## config.mk

```make
export PLATFORM = sky130hd
export DESIGN_NAME = proj_mux_ctrl
export DESIGN_NICKNAME = d
export VERILOG_FILES = /design/src/rtl/proj_mux_pkg.sv /design/src/rtl/proj_mux_ctrl.sv
export SDC_FILE = /design/constraint.sdc
export NUM_CORES = 1
export LEC_CHECK = 0
export BUFFER_PORTS_ARGS = -buffer_cell sky130_fd_sc_hd__clkbuf_2
export CORE_AREA = 2 2 209 211
export DETAILED_ROUTE_END_ITERATION = 10
export DIE_AREA = 0 0 211 213
export HOLD_SLACK_MARGIN = 0.08
export SLEW_MARGIN = 40
export SYNTH_ARGS = -nofsm -noshare
export SYNTH_HDL_FRONTEND = slang
export SYNTH_SLANG_ARGS = --single-unit
```

## constraint.sdc

```tcl
create_clock -name wb_clk_i -period 7.3 [get_ports wb_clk_i]
set_clock_uncertainty 0.05 [all_clocks]
set_input_delay 0.73 -clock wb_clk_i [delete_from_list [all_inputs] [get_ports wb_clk_i]]
set_output_delay 0.73 -clock wb_clk_i [all_outputs]
set_load 0.05 [all_outputs]
```

## src/rtl/proj_mux_pkg.sv

```systemverilog
// Shared types and register map for the multi-project pad-select controller.
package proj_mux_pkg;

   typedef enum logic [1:0] {
      ST_IDLE    = 2'd0,
      ST_DRAIN   = 2'd1,
      ST_SWITCH  = 2'd2,
      ST_RELEASE = 2'd3
   } mux_state_e;

   localparam logic [1:0] REG_CTRL     = 2'd0;
   localparam logic [1:0] REG_STATUS   = 2'd1;
   localparam logic [1:0] REG_SETTINGS = 2'd2;
   localparam logic [1:0] REG_SOFT_RST = 2'd3;

   localparam int STATUS_BUSY_BIT = 8;
   localparam int STATUS_ERR_BIT  = 9;

endpackage

```

## src/rtl/proj_mux_ctrl.sv

```systemverilog
// Project-select controller: Wishbone register file, safe switch sequencer
// and the shared pad mux for NPROJ hosted designs.
//
//   state   | meaning
//   --------+-----------------------------------------------------------
//   IDLE    | selection stable, waiting for a pending request
//   DRAIN   | all project resets asserted, pads tri-stated, hold timer
//   SWITCH  | active <= pend_sel, pending cleared, release prepared
//   RELEASE | chosen project out of reset, pads enabled, done irq
module proj_mux_ctrl
   import proj_mux_pkg::*;
#(
   parameter int          NPROJ     = 5,
   parameter int          IO_W      = 33,
   parameter int          RST_HOLD  = 16,
   parameter logic [31:0] BASE_ADDR = 32'h3000_0000
) (
   input  logic                    wb_clk_i,
   input  logic                    wb_rst_i,
   input  logic                    wbs_cyc_i,
   input  logic                    wbs_stb_i,
   input  logic                    wbs_we_i,
   input  logic [3:0]              wbs_sel_i,
   input  logic [31:0]             wbs_adr_i,
   input  logic [31:0]             wbs_dat_i,
   output logic                    wbs_ack_o,
   output logic [31:0]             wbs_dat_o,
   input  logic [NPROJ*IO_W-1:0]   proj_do,
   input  logic [NPROJ*IO_W-1:0]   proj_oeb,
   output logic [IO_W-1:0]         io_out,
   output logic [IO_W-1:0]         io_oeb,
   output logic [NPROJ-1:0]        rst_n_o,
   output logic [31:0]             custom_settings,
   output logic [2:0]              irq
);

   localparam logic [7:0] NONE_SEL = 8'(NPROJ);
   localparam int         CNT_W    = (RST_HOLD > 1) ? $clog2(RST_HOLD) : 1;

   mux_state_e       state_q, state_d;
   logic [CNT_W-1:0] cnt_q, cnt_d;
   logic [7:0]       active_q, active_d;
   logic [7:0]       pend_sel_q, pend_sel_d;
   logic             pend_v_q, pend_v_d;
   logic [7:0]       req_q, req_d;
   logic             err_q, err_d;
   logic [31:0]      settings_q, settings_d;
   logic             ack_q, ack_d;
   logic [31:0]      dat_q, dat_d;
   logic [NPROJ-1:0] rst_n_q, rst_n_d;
   logic             out_en_q, out_en_d;
   logic             done_q, done_d;
   logic             inval_q, inval_d;

   logic        wb_req, hit, busy;
   logic [31:0] rdata;
   logic        unused_adr;

   assign unused_adr = ^wbs_adr_i[1:0];

   always_comb begin
      state_d    = state_q;
      cnt_d      = cnt_q;
      active_d   = active_q;
      pend_sel_d = pend_sel_q;
      pend_v_d   = pend_v_q;
      req_d      = req_q;
      err_d      = err_q;
      settings_d = settings_q;
      rst_n_d    = rst_n_q;
      out_en_d   = out_en_q;
      done_d     = 1'b0;
      inval_d    = 1'b0;

      wb_req = wbs_cyc_i & wbs_stb_i & ~ack_q;
      hit    = (wbs_adr_i[31:4] == BASE_ADDR[31:4]);
      busy   = (state_q != ST_IDLE) | pend_v_q;

      rdata = '0;
      unique case (wbs_adr_i[3:2])
         REG_CTRL:     rdata = {24'd0, req_q};
         REG_STATUS:   rdata = {22'd0, err_q, busy, active_q};
         REG_SETTINGS: rdata = settings_q;
         default:      rdata = '0;
      endcase

      ack_d = wb_req;
      dat_d = (wb_req & ~wbs_we_i & hit) ? rdata : 32'd0;

      unique case (state_q)
         ST_IDLE: begin
            if (pend_v_q) begin
               state_d  = ST_DRAIN;
               cnt_d    = CNT_W'(RST_HOLD - 1);
               rst_n_d  = '0;
               out_en_d = 1'b0;
            end
         end
         ST_DRAIN: begin
            if (cnt_q == '0) state_d = ST_SWITCH;
            else             cnt_d   = cnt_q - 1'b1;
         end
         ST_SWITCH: begin
            active_d = pend_sel_q;
            pend_v_d = 1'b0;
            for (int k = 0; k < NPROJ; k++) rst_n_d[k] = (pend_sel_q == 8'(k));
            out_en_d = 1'b1;
            done_d   = 1'b1;
            state_d  = ST_RELEASE;
         end
         default: state_d = ST_IDLE;
      endcase

      // Bus writes are evaluated after the FSM so a request landing on the
      // SWITCH cycle survives the pending clear and runs its own sequence.
      if (wb_req & wbs_we_i & hit) begin
         unique case (wbs_adr_i[3:2])
            REG_CTRL: begin
               if (wbs_dat_i[7:0] <= NONE_SEL) begin
                  pend_sel_d = wbs_dat_i[7:0];
                  pend_v_d   = 1'b1;
                  req_d      = wbs_dat_i[7:0];
               end else begin
                  err_d   = 1'b1;
                  inval_d = 1'b1;
               end
            end
            REG_STATUS: begin
               if (wbs_dat_i[STATUS_ERR_BIT]) err_d = 1'b0;
            end
            REG_SETTINGS: begin
               for (int b = 0; b < 4; b++)
                  if (wbs_sel_i[b]) settings_d[8*b +: 8] = wbs_dat_i[8*b +: 8];
            end
            default: begin
               pend_sel_d = active_q;
               pend_v_d   = 1'b1;
            end
         endcase
      end
   end

   always_ff @(posedge wb_clk_i or posedge wb_rst_i) begin
      if (wb_rst_i) begin
         state_q    <= ST_IDLE;
         cnt_q      <= '0;
         active_q   <= NONE_SEL;
         pend_sel_q <= NONE_SEL;
         pend_v_q   <= 1'b0;
         req_q      <= NONE_SEL;
         err_q      <= 1'b0;
         settings_q <= '0;
         ack_q      <= 1'b0;
         dat_q      <= '0;
         rst_n_q    <= '0;
         out_en_q   <= 1'b0;
         done_q     <= 1'b0;
         inval_q    <= 1'b0;
      end else begin
         state_q    <= state_d;
         cnt_q      <= cnt_d;
         active_q   <= active_d;
         pend_sel_q <= pend_sel_d;
         pend_v_q   <= pend_v_d;
         req_q      <= req_d;
         err_q      <= err_d;
         settings_q <= settings_d;
         ack_q      <= ack_d;
         dat_q      <= dat_d;
         rst_n_q    <= rst_n_d;
         out_en_q   <= out_en_d;
         done_q     <= done_d;
         inval_q    <= inval_d;
      end
   end

   // "none" (active == NPROJ) matches no slice, so pads stay inputs.
   always_comb begin
      io_out = '0;
      io_oeb = '1;
      if (out_en_q) begin
         for (int k = 0; k < NPROJ; k++) begin
            if (active_q == 8'(k)) begin
               io_out = proj_do[k*IO_W +: IO_W];
               io_oeb = proj_oeb[k*IO_W +: IO_W];
            end
         end
      end
   end

   assign wbs_ack_o       = ack_q;
   assign wbs_dat_o       = dat_q;
   assign rst_n_o         = rst_n_q;
   assign custom_settings = settings_q;
   assign irq             = {1'b0, inval_q, done_q};

endmodule

```

# Word-level counts from Yosys, hierarchy flattened
# Index checks and enable logic that the tools add are counted.
[op_classes]
muxes = 37
n_lt_le_gt_ge = 1
n_reduce_logical = 20
eq_ne = 19
bitwise_logic = 10
n_addsub = 1
[ops]
columns = ["op", "count"]
rows = [
  ["$mux W33", 12],
  ["$pmux W32 S3", 1],
  ["$eq A8 B2 Y1 const B", 4],
  ["$mux W32", 1],
  ["$eq A28 B26 Y1 const B", 1],
  ["$reduce_and A3 Y1", 7],
  ["$eq A8 B1 Y1 const B", 2],
  ["$eq A8 B3 Y1 const B", 2],
  ["$logic_not A8 Y1", 2],
  ["$pmux W8 S2", 1],
  ["$ne A2 B2 Y1 const B", 6],
  ["$mux W1", 10],
  ["$pmux W5 S2", 1],
  ["$le A8 B3 Y1 const B", 1],
  ["$mux W4", 2],
  ["$mux W8", 1],
  ["$pmux W4 S2", 1],
  ["$reduce_bool A2 Y1", 4],
  ["$and A1 B1 Y1", 6],
  ["$pmux W1 S2", 3],
  ["$pmux W2 S3", 1],
  ["$mux W5", 1],
  ["$eq A2 B1 Y1 const B", 2],
  ["$eq A2 B2 Y1 const B", 2],
  ["other kinds (9)", 14],
]
[word_totals]
output_inout_bits = 139
elab_cells = 105
in_bits = 403
ff_bits = 105

# Logic depth before layout (Yosys ltp)
# Gate-level depths: netlist of the first run.
[depth]
ltp_word = 7
depth_mapped = 7

# Worst setup path after synthesis of the first run
# No wires, ideal clock.
[synth_timing]
path_type = "register to output"
from = "reg active_q[3]"
to = "out io_out[31]"
setup_slack_ns = 3.936
path_buffers = 2
arrival_ns = 2.584
path_stages_with_launch = 7
cell_sequence = "dfrtp_1 -> nor4_2 -> and4_1 -> buf_2 -> buf_2 -> nand2_1 -> a221oi_1"
[synth_via]
elab_chain_len = 7
elab_cells_between_ends = 11
cone_classes = "eq/ne (4); mux (6); reduce/logical (1)"
[synth_rtl]
columns = ["item", "line", "source"]
rows = [
  ["from (decl)", "proj_mux_ctrl.sv:42", "logic [7:0] active_q, active_d;"],
  ["from (signal assigned)", "proj_mux_ctrl.sv:162", "active_q <= active_d;"],
  ["$logic_not A8 Y1", "proj_mux_ctrl.sv:183", "if (active_q == 8'(k)) begin"],
  ["$mux W33 (4 in a row)", "proj_mux_ctrl.sv:183", ""],
  ["$mux W33 (*)", "proj_mux_ctrl.sv:183", ""],
  ["$mux W33 (*)", "proj_mux_ctrl.sv:181", "if (out_en_q) begin"],
  ["to (decl)", "proj_mux_ctrl.sv:30", "output logic [IO_W-1:0] io_out,"],
]
# Every way passes the cells marked *; elsewhere a longest branch is shown, timed or not.

# Worst setup path after layout of the first run
[layout_timing]
from = "reg active_q[0]"
to = "out io_out[9]"
# Same word-level chain as after synthesis.

==> metrics.txt, run 1 <==
number of setup violations in the final report 0; DR top layer met5; critical path's top delay family compound AO/OA/AOI/OAI gates; fraction of synthesized cell area taken by the top area cell type 0.342; leading cell types in the layout, fill and taps excluded 538 x sky130_fd_sc_hd__clkbuf_2, 98 x sky130_fd_sc_hd__dfrtp_1, 68 x sky130_fd_sc_hd__nand2b_1; first-pass iteration count of the detailed router 6; worst-path fanout max 49; met1 wire length 13,400 µm; Detailed Route Iter0 Violations 538; fin crit share 0.526; DRC violation count after routing 0; Core Footprint 0.0427 mm²; # rows 76; post-synthesis cell type count 62; setup TNS 0 ns; Routability Congestion 0.810; remaining max-slew budget at the tightest pin 0.522; H-tree depth 3; highest-delay cell along the critical path sky130_fd_sc_hd__dfstp_4; routed length on met2 16,600 µm; number of cells after detailed placement 1,761; register cell area after layout 0.00264 mm²; crit path setup slack, layout 3.46 ns; worst setup path class flip-flop to output pin; CP bufs+invs 2; netlist area before placement 0.00724 mm²; proportion of register bits with asynchronous set or reset after synthesis 1.00; Worst VDD drop 0.193 mV; clock-pin slew on the worst setup and hold paths 0.07 ns; global-route congestion overflow total 0; Port-buffer cells 538; growth of design area from synthesis to finish 48.3%; number of antenna-violating nets in the routed design 0; # clock sinks 105; critical path data required time 6.52 ns; kind of start point of the critical path flip-flop; Final Power 2.11 mW; transition time of the tightest slew-check pin 0.713 ns; Root Buffer Master sky130_fd_sc_hd__clkbuf_16; total vias in the final route 8,304; worst slack at placement 3.63 ns; number of top-level pins 542; Hold-fix buffers, CTS 0; Worst Hold Class primary input to asynchronous set/reset pin; outcome finished clean; post-CTS setup buffer count 0; wire length per cell 19.2 µm; total clock buffers created by CTS 9; met3 wire len 3140 µm; delay contributed by the slowest stage of the critical path 0.92 ns; upper clock frequency limit 260 MHz; synthesized netlist net count 1,147; proportion of layout cells with a drive suffix above 1 0.536; unrepaired setup endpoints after global routing no; commonest non-fill, non-tap cell in the layout sky130_fd_sc_hd__clkbuf_2; Arr. time, crit path 3.06 ns; leakage power summed over all cells 5.26 nW; number of standard cells in the layout, taps in and fillers out 1,782; number of synthesized register bits 105; dominant cell type by area after synthesis sky130_fd_sc_hd__dfrtp_1; width of the die 211 µm; start of the worst register-to-register path wbs_ack_o; leading register cell type out of synthesis sky130_fd_sc_hd__dfrtp_1; die outline area 0.0449 mm²; fill count 4,627; Seq/Total Area, Yosys 0.364; area occupied by multi-input gates 0.00424 mm²; wire length of the first global-routing pass 47,600 µm; EDFF count, synth 0; number of antenna violations at the first check in global routing 8; capturing element type of the critical path output pin; post-route minimum period 3.84 ns; Vias per Instance 4.66; power density over the cells 196 mW/mm²; Final Max Slew Viols 0; Avg Inst Size Synth 9.85 µm²; # resized after CTS 0; TritonCTS clock tree done; Mapped Cells 735; Total Wirelength 34,300 µm; clock latency at the later pin of the worst-skew pair 0.35 ns; final hold violations 0; Maximum Capacitance Violations 0; hpwl dp 28,100 µm; total global-route track usage 0.140; initial cell density of the core 0.170; vias in the first global route 7,969; synth warn 0; Die Height 213 µm; dominant cells by area after synthesis sky130_fd_sc_hd__dfrtp_1 34%, sky130_fd_sc_hd__mux2_2 7.3%, sky130_fd_sc_hd__nand2b_1 5.9%; maximum number of pins on one net before global-route repair 94; final core utilization 0.252; start point of the critical path active_q[0]; maximum count of clock buffers along a single path 2; fin nets 1,639; cells traversed along the worst timing path or2_2, buf_4, o2bb2ai_1, a211oi_1, a221o_1, clkbuf_2
## state kept, by name, summed over array words and instances, names as in the netlist
signal	cells
active_q	8
pend_v_q	1
wbs_dat_o	32
rst_n_o	5
err_q	1
out_en_q	1
req_q	8
done_q	1
custom_settings	32
cnt_q	4
wbs_ack_o	1
pend_sel_q	8
state_q	2
inval_q	1
## logic make-up (layout without fill, tap and decap cells)
logic type | count (synthesis) | count (layout) | synth area share
buffers and inverters | 90 | 587 | 0.0523
AND/OR/NAND/NOR | 236 | 236 | 0.199
adder cells (fa/ha/maj) | 9 | 9 | 0.0155
other | 1 | 5 | 0.000518
multiplexers | 58 | 58 | 0.0924
AO/OA/AOI/OAI | 236 | 236 | 0.276
flip-flops | 105 | 105 | 0.364
## metal layers
layer,global-route usage,vias to the layer above
li1,-,3805
met3,0.0403,56
met5,0,-
met2,0.234,462
met1,0.168,3975
met4,0.0597,6
## path summary, 6_finish.rpt
| path | slack, ns | cells past startpoint | endpoint |
|---|---|---|---|
| max | 3.46 | 6 | io_out[9] |
| min | 0.33 | 2 | custom_settings[15] |
| max reg2reg | 5.00 | 5 | pend_sel_q[3] |
| min reg2reg | 0.45 | 1 | rst_n_o[2] |
| max in group asynchronous | 5.88 | 3 | active_q[1] |
| min in group wb_clk_i | 0.45 | 1 | rst_n_o[2] |
## where the power goes
part | internal (mW) | switching, mW | total, mW
Clock | 0.241 | 0.240 | 0.480
Sequential | 0.595 | 0.0211 | 0.616
Combinational | 0.305 | 0.704 | 1.01
## cell type report
cell class | count | area share
multi-input cells | 540 | 0.395
repair buffers | 552 | 0.261
flip-flops and latches | 105 | 0.246
well taps | 546 | 0.0636
clock buffers | 10 | 0.0213
inverters | 19 | 0.00687
clock inverters | 6 | 0.00571
diodes | 4 | 0.000932
## synth_stat cells (all sizes together), types with 2 or more instances
library cell,instances
clkbuf,51
o221a,33
o21ai,42
nand4,4
dfstp,6
nand3,8
buf,20
o2111ai,33
and2,24
a211oi,32
nor3,6
mux2i,5
inv,19
nor4,12
o2bb2ai,32
nand2,44
dfrtp,99
or2,2
a32o,4
a21oi,4
nor2,51
nor4b,3
ha,9
or4,2
a22oi,2
a221o,33
nor2b,6
nand2b,68
mux2,53
a222oi,8
## per-stage QoR
step           hold WS [ns]  area, µm²
2_1_floorplan         0.413       7240
3_3_place_gp          0.431      10400
3_5_place_dp          0.436      10400
4_1_cts               0.332      10700
5_1_grt               0.360      10700
6_report              0.327      10700
(Power assumes the default switching activity.)
==> run 2: changes to the inputs <==
--- a/config.mk
+++ b/config.mk
@@ -5,10 +5,11 @@
 export SDC_FILE = /design/constraint.sdc
 export NUM_CORES = 1
 export LEC_CHECK = 0
+export ABC_AREA = 1
 export BUFFER_PORTS_ARGS = -buffer_cell sky130_fd_sc_hd__clkbuf_2
-export CORE_AREA = 2 2 209 211
+export CORE_AREA = 2 2 213 215
 export DETAILED_ROUTE_END_ITERATION = 10
-export DIE_AREA = 0 0 211 213
+export DIE_AREA = 0 0 215 217
 export HOLD_SLACK_MARGIN = 0.08
 export SLEW_MARGIN = 40
 export SYNTH_ARGS = -nofsm -noshare
==> constraint.sdc (replaced) <==
create_clock -name wb_clk_i -period 3.1 [get_ports wb_clk_i]
set_clock_uncertainty 0.05 [all_clocks]
set_input_delay 0.31 -clock wb_clk_i [delete_from_list [all_inputs] [get_ports wb_clk_i]]
set_output_delay 0.31 -clock wb_clk_i [all_outputs]
set_load 0.05 [all_outputs]
==> metrics.txt, run 2 <==
synthesized netlist net count 1,695 (+48%); clock latency at the later pin of the worst-skew pair 0.35 ns (about the same); CP bufs+invs 3 (+1); number of antenna violations at the first check in global routing 12 (+4); # clock sinks 105 (unchanged); final hold violations 0 (unchanged); Detailed Route Iter0 Violations 764 (+42%); H-tree depth 3 (unchanged); Port-buffer cells 538 (unchanged); kind of start point of the critical path flip-flop; total clock buffers created by CTS 9 (unchanged); die outline area 0.0467 mm² (+3.8%); dominant cell type by area after synthesis sky130_fd_sc_hd__dfrtp_1; Maximum Capacitance Violations 0 (unchanged); start point of the critical path active_q[0]; Root Buffer Master sky130_fd_sc_hd__clkbuf_16; first-pass iteration count of the detailed router 5 (-1); number of setup violations in the final report 0 (unchanged); leading cell types in the layout, fill and taps excluded 531 x sky130_fd_sc_hd__clkbuf_2, 403 x sky130_fd_sc_hd__nand2_1, 150 x sky130_fd_sc_hd__nand3_1; most common library cells after synthesis 403 x sky130_fd_sc_hd__nand2_1, 150 x sky130_fd_sc_hd__nand3_1, 144 x sky130_fd_sc_hd__nor2_1, 99 x sky130_fd_sc_hd__dfrtp_1, 94 x sky130_fd_sc_hd__inv_1; upper clock frequency limit 331 MHz; initial cell density of the core 0.178 (+0.00836); Arr. time, crit path 2.66 ns (-0.40 ns); synth warn 0 (unchanged); number of top-level pins 542 (unchanged); Core Footprint 0.0447 mm² (+4.7%); EDFF count, synth 0 (unchanged); maximum count of clock buffers along a single path 2 (unchanged); wire length of the first global-routing pass 60,300 µm (+26%); # rows 78 (+2.6%); TritonCTS clock tree done; Worst VDD drop 0.251 mV (+30%); number of antenna-violating nets in the routed design 0 (unchanged); fraction of synthesized cell area taken by the top area cell type 0.311 (-0.0307); post-synthesis cell type count 35 (-44%); highest-delay cell along the critical path sky130_fd_sc_hd__dfstp_2; worst-path fanout max 32 (-35%); Mapped Cells 1,283 (+75%); vias in the first global route 10,000 (+26%); Avg Inst Size Synth 6.20 µm² (-37%); width of the die 215 µm (+1.9%); post-route minimum period 3.02 ns; critical path's top delay family buffers and inverters; Worst Hold Class primary input to flip-flop; dominant cells by area after synthesis sky130_fd_sc_hd__dfrtp_1 31%, sky130_fd_sc_hd__nand2_1 19%, sky130_fd_sc_hd__nand3_1 9.4%; power density over the cells 252 mW/mm² (+29%); Vias per Instance 4.47 (-4.1%); start of the worst register-to-register path state_q[0]; remaining max-slew budget at the tightest pin 0.483 (-0.0387); critical path data required time 2.74 ns (-3.78 ns); total vias in the final route 10,700 (+29%); Routability Congestion 0.951 (+17%); transition time of the tightest slew-check pin 0.775 ns (+0.0624 ns); Final Max Slew Viols 0 (unchanged); maximum number of pins on one net before global-route repair 91 (-3.2%); most common cell in the netlist sky130_fd_sc_hd__nand2_1; netlist area before placement 0.00796 mm² (+9.8%); total global-route track usage 0.166 (+0.0263); global-route congestion overflow total 0 (unchanged); worst setup path class flip-flop to output pin; cells traversed along the worst timing path inv_4, nand4_1, nor2_4, inv_2, o21ai_0, o21ai_0, clkbuf_2; fin crit share 0.974; setup TNS 0 ns (unchanged); Total Wirelength 40,900 µm (+19%); number of synthesized register bits 105 (unchanged); proportion of layout cells with a drive suffix above 1 0.342 (-0.193); fin nets 2,191 (+34%); proportion of register bits with asynchronous set or reset after synthesis 1.00 (unchanged); capturing element type of the critical path output pin; delay contributed by the slowest stage of the critical path 0.60 ns (-0.32 ns); post-CTS setup buffer count 0 (unchanged); Seq/Total Area, Yosys 0.331 (-0.0326); DRC violation count after routing 0 (unchanged); fill count 5,063 (+9.4%); leading register cell type out of synthesis sky130_fd_sc_hd__dfrtp_1; wire length per cell 17.1 µm (-11%); commonest non-fill, non-tap cell in the layout sky130_fd_sc_hd__clkbuf_2; hpwl dp 32,900 µm (+17%); most frequent cell on the critical path sky130_fd_sc_hd__o21ai_0; growth of design area from synthesis to finish 48.4% (about the same); Die Height 217 µm (+1.9%); outcome finished clean; Worst Hold Margin 0.129 ns (-0.198 ns); hold path start wbs_dat_i[18]; leakage power summed over all cells 6.53 nW (+24%); unrepaired setup endpoints after global routing yes; clock-pin slew on the worst setup and hold paths 0.08 ns (about the same)
==> run 2: cell count changes after synthesis, moves of 47 or more <==
| cell | change |
|---|---|
| sky130_fd_sc_hd__nand2b_1 | -68 |
| sky130_fd_sc_hd__mux2_2 | -47 |
| sky130_fd_sc_hd__inv_1 | +75 |
| sky130_fd_sc_hd__nor2_1 | +93 |
| sky130_fd_sc_hd__nand3_1 | +142 |
| sky130_fd_sc_hd__a21oi_1 | +81 |
| sky130_fd_sc_hd__nand2_1 | +359 |
==> run 2: metal layers <==
metal,routed length [µm],vias up,global-route usage
met1,16300,4944,0.201
met3,3120,81,0.0349
met2,19800,542,0.288
met4,1640,2,0.0680
li1,-,5123,-
met5,8,-,0
==> run 2: metrics by stage <==
step                setup slack, ns   util  cells  total power [mW]  cell area (µm²)
CTS                          0.0279  0.263   2383              3.01            11800
floorplan                     0.384      -   1283              1.55             7960
global placement              0.426  0.256   2366              1.86            11500
global route                -0.0986  0.264   2392              3.12            11800
detailed placement            0.422  0.256   2366              1.86            11500
finish                       0.0803  0.264   2392              2.98            11800
==> run 2: cell families after synthesis <==
logic type	count (synthesis)	share of synthesized area
and+or+nand+nor	783	0.429
AOI/OAI and AO/OA	199	0.130
buffers and inverters	186	0.0953
DFF	105	0.331
adders and majority gates	9	0.0142
other	1	0.000471
==> run 2: final timing paths <==
path / to / slack [ns] / cells past startpoint
hold reg to reg: req_q[2] / 0.42 / 2
setup / recovery: io_oeb[32] / 0.08 / 7
max in group asynchronous: req_q[0] / 1.72 / 5
hold / removal: custom_settings[18] / 0.13 / 3
min in group asynchronous: wbs_dat_o[30] / 0.38 / 3
setup reg to reg: pend_v_q / 1.24 / 9
==> run 2: worst register-to-register path: cells and delay by family (launching register included) <==
kind	cells	cell delay, ns
buf+inv	2	0.21
flops	1	0.41
simple gates	4	0.34
compound gates	2	0.22
fa+ha+maj	1	0.52
==> run 2: final cells by class <==
class	count	area (µm²)	area share
Clock inverter	6	57.6	0.00488
Inverter	102	389	0.0330
Antenna cell	8	20.0	0.00170
Timing Repair Buffer	569	3120	0.264
Multi-Input combinational cell	992	4590	0.389
Sequential cell	105	2640	0.223
Tap cell	600	751	0.0636
Clock buffer	10	239	0.0202
==> run 2: timing repair <==
action | 4_1_cts | 5_1_grt
gates resized for setup | 0 | 1
hold buffers | 1 | 0
hold endpoints to repair | 29 | 0
setup endpoints to repair | 0 | 6
==> run 2: where the power goes <==
| part | switching, mW | total (mW) | internal [mW] |
|---|---|---|---|
| clock network | 0.550 | 1.14 | 0.588 |
| registers | 0.00173 | 1.37 | 1.37 |
| logic | 0.226 | 0.468 | 0.242 |
| total | 0.778 | 2.98 | 2.20 |
==> run 3: changes to the inputs <==
--- a/config.mk
+++ b/config.mk
@@ -8,6 +8,7 @@
 export ABC_AREA = 1
 export BUFFER_PORTS_ARGS = -buffer_cell sky130_fd_sc_hd__clkbuf_2
 export CORE_AREA = 2 2 213 215
+export CTS_BUF_LIST = sky130_fd_sc_hd__clkbuf_8
 export DETAILED_ROUTE_END_ITERATION = 10
 export DIE_AREA = 0 0 215 217
 export HOLD_SLACK_MARGIN = 0.08
==> metrics.txt, run 3 (synthesized netlist as in run 2, its figures left out) <==
vias in the first global route 10,000 (-0.10%); fin nets 2,191 (unchanged); share of total power in sequential cells 0.510 (+0.049); upper clock frequency limit 343 MHz (+3.5%); global-route congestion overflow total 0 (unchanged); width of the die 215 µm (unchanged); setup TNS 0 ns (unchanged); delay contributed by the slowest stage of the critical path 0.61 ns (about the same); clock-pin slew on the worst setup and hold paths 0.12 ns (+0.04 ns); unrepaired setup endpoints after global routing no; highest-delay cell along the critical path sky130_fd_sc_hd__dfstp_2; Core Footprint 0.0447 mm² (unchanged); post-route minimum period 2.92 ns (-0.102 ns); H-tree depth 3 (unchanged); cells traversed along the worst timing path inv_4, nor3_4, buf_12, nand3_1, nand3_1, nand2_1, a21oi_1, buf_12; clock group share of total power 0.316 (-0.066); Total Wirelength 40,900 µm (about the same); capturing element type of the critical path output pin; clock latency at the later pin of the worst-skew pair 0.38 ns (+0.03 ns); number of setup violations in the final report 0 (unchanged); worst-path fanout max 54 (+69%); number of top-level pins 542 (unchanged); commonest non-fill, non-tap cell in the layout sky130_fd_sc_hd__clkbuf_2; leading cell types in the layout, fill and taps excluded 531 x sky130_fd_sc_hd__clkbuf_2, 403 x sky130_fd_sc_hd__nand2_1, 150 x sky130_fd_sc_hd__nand3_1; # clock sinks 105 (unchanged); Worst Hold Class primary input to flip-flop; Worst VDD drop 0.211 mV (-16%); DRC violation count after routing 0 (unchanged); first-pass iteration count of the detailed router 5 (unchanged); critical path data required time 2.74 ns (about the same); number of antenna-violating nets in the routed design 0 (unchanged); cell count of the worst hold path 3 (unchanged); Vias per Instance 4.47 (about the same); leakage power summed over all cells 6.48 nW (-0.69%); fin crit share 0.941 (-0.0330); worst setup path class flip-flop to output pin; final core utilization 0.262 (-0.00227); growth of design area from synthesis to finish 47.1%; Detailed Route Iter0 Violations 756 (-1.0%); final hold violations 0 (unchanged); Maximum Capacitance Violations 0 (unchanged); remaining max-slew budget at the tightest pin 0.486 (+0.00259); wire length of the first global-routing pass 60,200 µm (about the same); total clock buffers created by CTS 9 (unchanged); fill count 5,072 (+0.18%); TritonCTS clock tree done; Net Sw Power 0.745 mW (-4.3%); # rows 78 (unchanged); hpwl dp 32,900 µm (unchanged); power density over the cells 230 mW/mm² (-8.8%); transition time of the tightest slew-check pin 0.772 ns (-0.00388 ns); switching share of total power 0.277 (+0.0154); total global-route track usage 0.166 (-0.000335); maximum number of pins on one net before global-route repair 91 (unchanged); Final Max Slew Viols 0 (unchanged); number of antenna violations at the first check in global routing 12 (unchanged); die outline area 0.0467 mm² (unchanged); design internal power 1.95 mW (-11%); fraction of power consumed by combinational cells 0.174 (+0.017); initial cell density of the core 0.178 (unchanged); Root Buffer Master sky130_fd_sc_hd__clkbuf_8; Die Height 217 µm (unchanged); Arr. time, crit path 2.56 ns (-0.10 ns); Final Power 2.69 mW (-9.6%); Port-buffer cells 538 (unchanged); outcome finished clean; maximum count of clock buffers along a single path 2 (unchanged); Routability Congestion 0.951 (unchanged); post-CTS setup buffer count 0 (unchanged); wire length per cell 17.1 µm (about the same); worst-case reg-to-reg path depth 9 (unchanged); Worst Hold Margin 0.0937 ns (-0.0351 ns); proportion of layout cells with a drive suffix above 1 0.342 (unchanged); kind of start point of the critical path flip-flop; total vias in the final route 10,700 (-0.13%)
## run 3: cell count changes in the layout (fill, tap and decap cells not counted)
| cell | delta |
|---|---|
| sky130_fd_sc_hd__clkbuf_16 | -9 |
| sky130_fd_sc_hd__clkbuf_8 | +9 |
| sky130_fd_sc_hd__diode_2 | -1 |
| sky130_fd_sc_hd__inv_2 | -1 |
| sky130_fd_sc_hd__inv_4 | +1 |
## run 3: worst paths after layout
check	startpoint	to	slack, ns
max in group asynchronous	wb_rst_i	pend_sel_q[6]	1.76
worst min-delay path	wbs_dat_i[18]	custom_settings[18]	0.09
worst max register to register	state_q[0]	pend_v_q	1.22
min in group asynchronous	wb_rst_i	wbs_dat_o[30]	0.34
worst max-delay path	active_q[0]	io_out[30]	0.18
worst min register to register	req_q[2]	req_q[2]	0.42
## run 3: layout make-up
type / instances / area (µm²) / area share
Timing Repair Buffer: 569 / 3120 / 0.267
Multi-Input combinational cell: 992 / 4590 / 0.392
Inverter: 102 / 392 / 0.0335
Clock inverter: 6 / 57.6 / 0.00492
Clock buffer: 10 / 138 / 0.0118
Tap cell: 600 / 751 / 0.0641
Antenna cell: 7 / 17.5 / 0.00150
Sequential cell: 105 / 2640 / 0.225
## run 3: power groups by stage
stage / registers (mW) / clock network (mW) / logic (mW)
final: 1.37 / 0.851 / 0.468
after global routing: 1.37 / 0.931 / 0.521
after CTS: 1.37 / 0.874 / 0.468
after detailed placement: 1.40 / 0 / 0.464
after global placement: 1.40 / 0 / 0.458
after floorplan: 1.40 / 0 / 0.152
## run 3: timing repair
item / 4_1_cts / 5_1_grt
resized for setup: 1 / 1
hold endpoints to repair: 29 / 0
hold buffers: 1 / 0
endpoints found under the setup margin: 1 / 18
## run 3: per-layer routing
metal  GRT usage  part of all wire  wire (µm)
met5           0           0.00020          8
met4      0.0651             0.037       1520
met3      0.0317             0.073       2990
met2       0.290              0.49      19900
met1       0.202              0.40      16400
## run 3: worst max-delay path: cells and delay by family (launching register included)
family | cells | cell delay [ns]
simple gates | 4 | 0.55
flops | 1 | 0.61
compound gates | 1 | 0.38
buf+inv | 3 | 0.57
## run 3: per-stage QoR
stage / instance area (µm²) / std cells / setup WS (ns)
after floorplan: 7960 / 1283 / 0.384
after global placement: 11500 / 2366 / 0.426
after detailed placement: 11500 / 2366 / 0.422
after CTS: 11700 / 2383 / 0.109
after global routing: 11700 / 2391 / 0.0233
final: 11700 / 2391 / 0.183
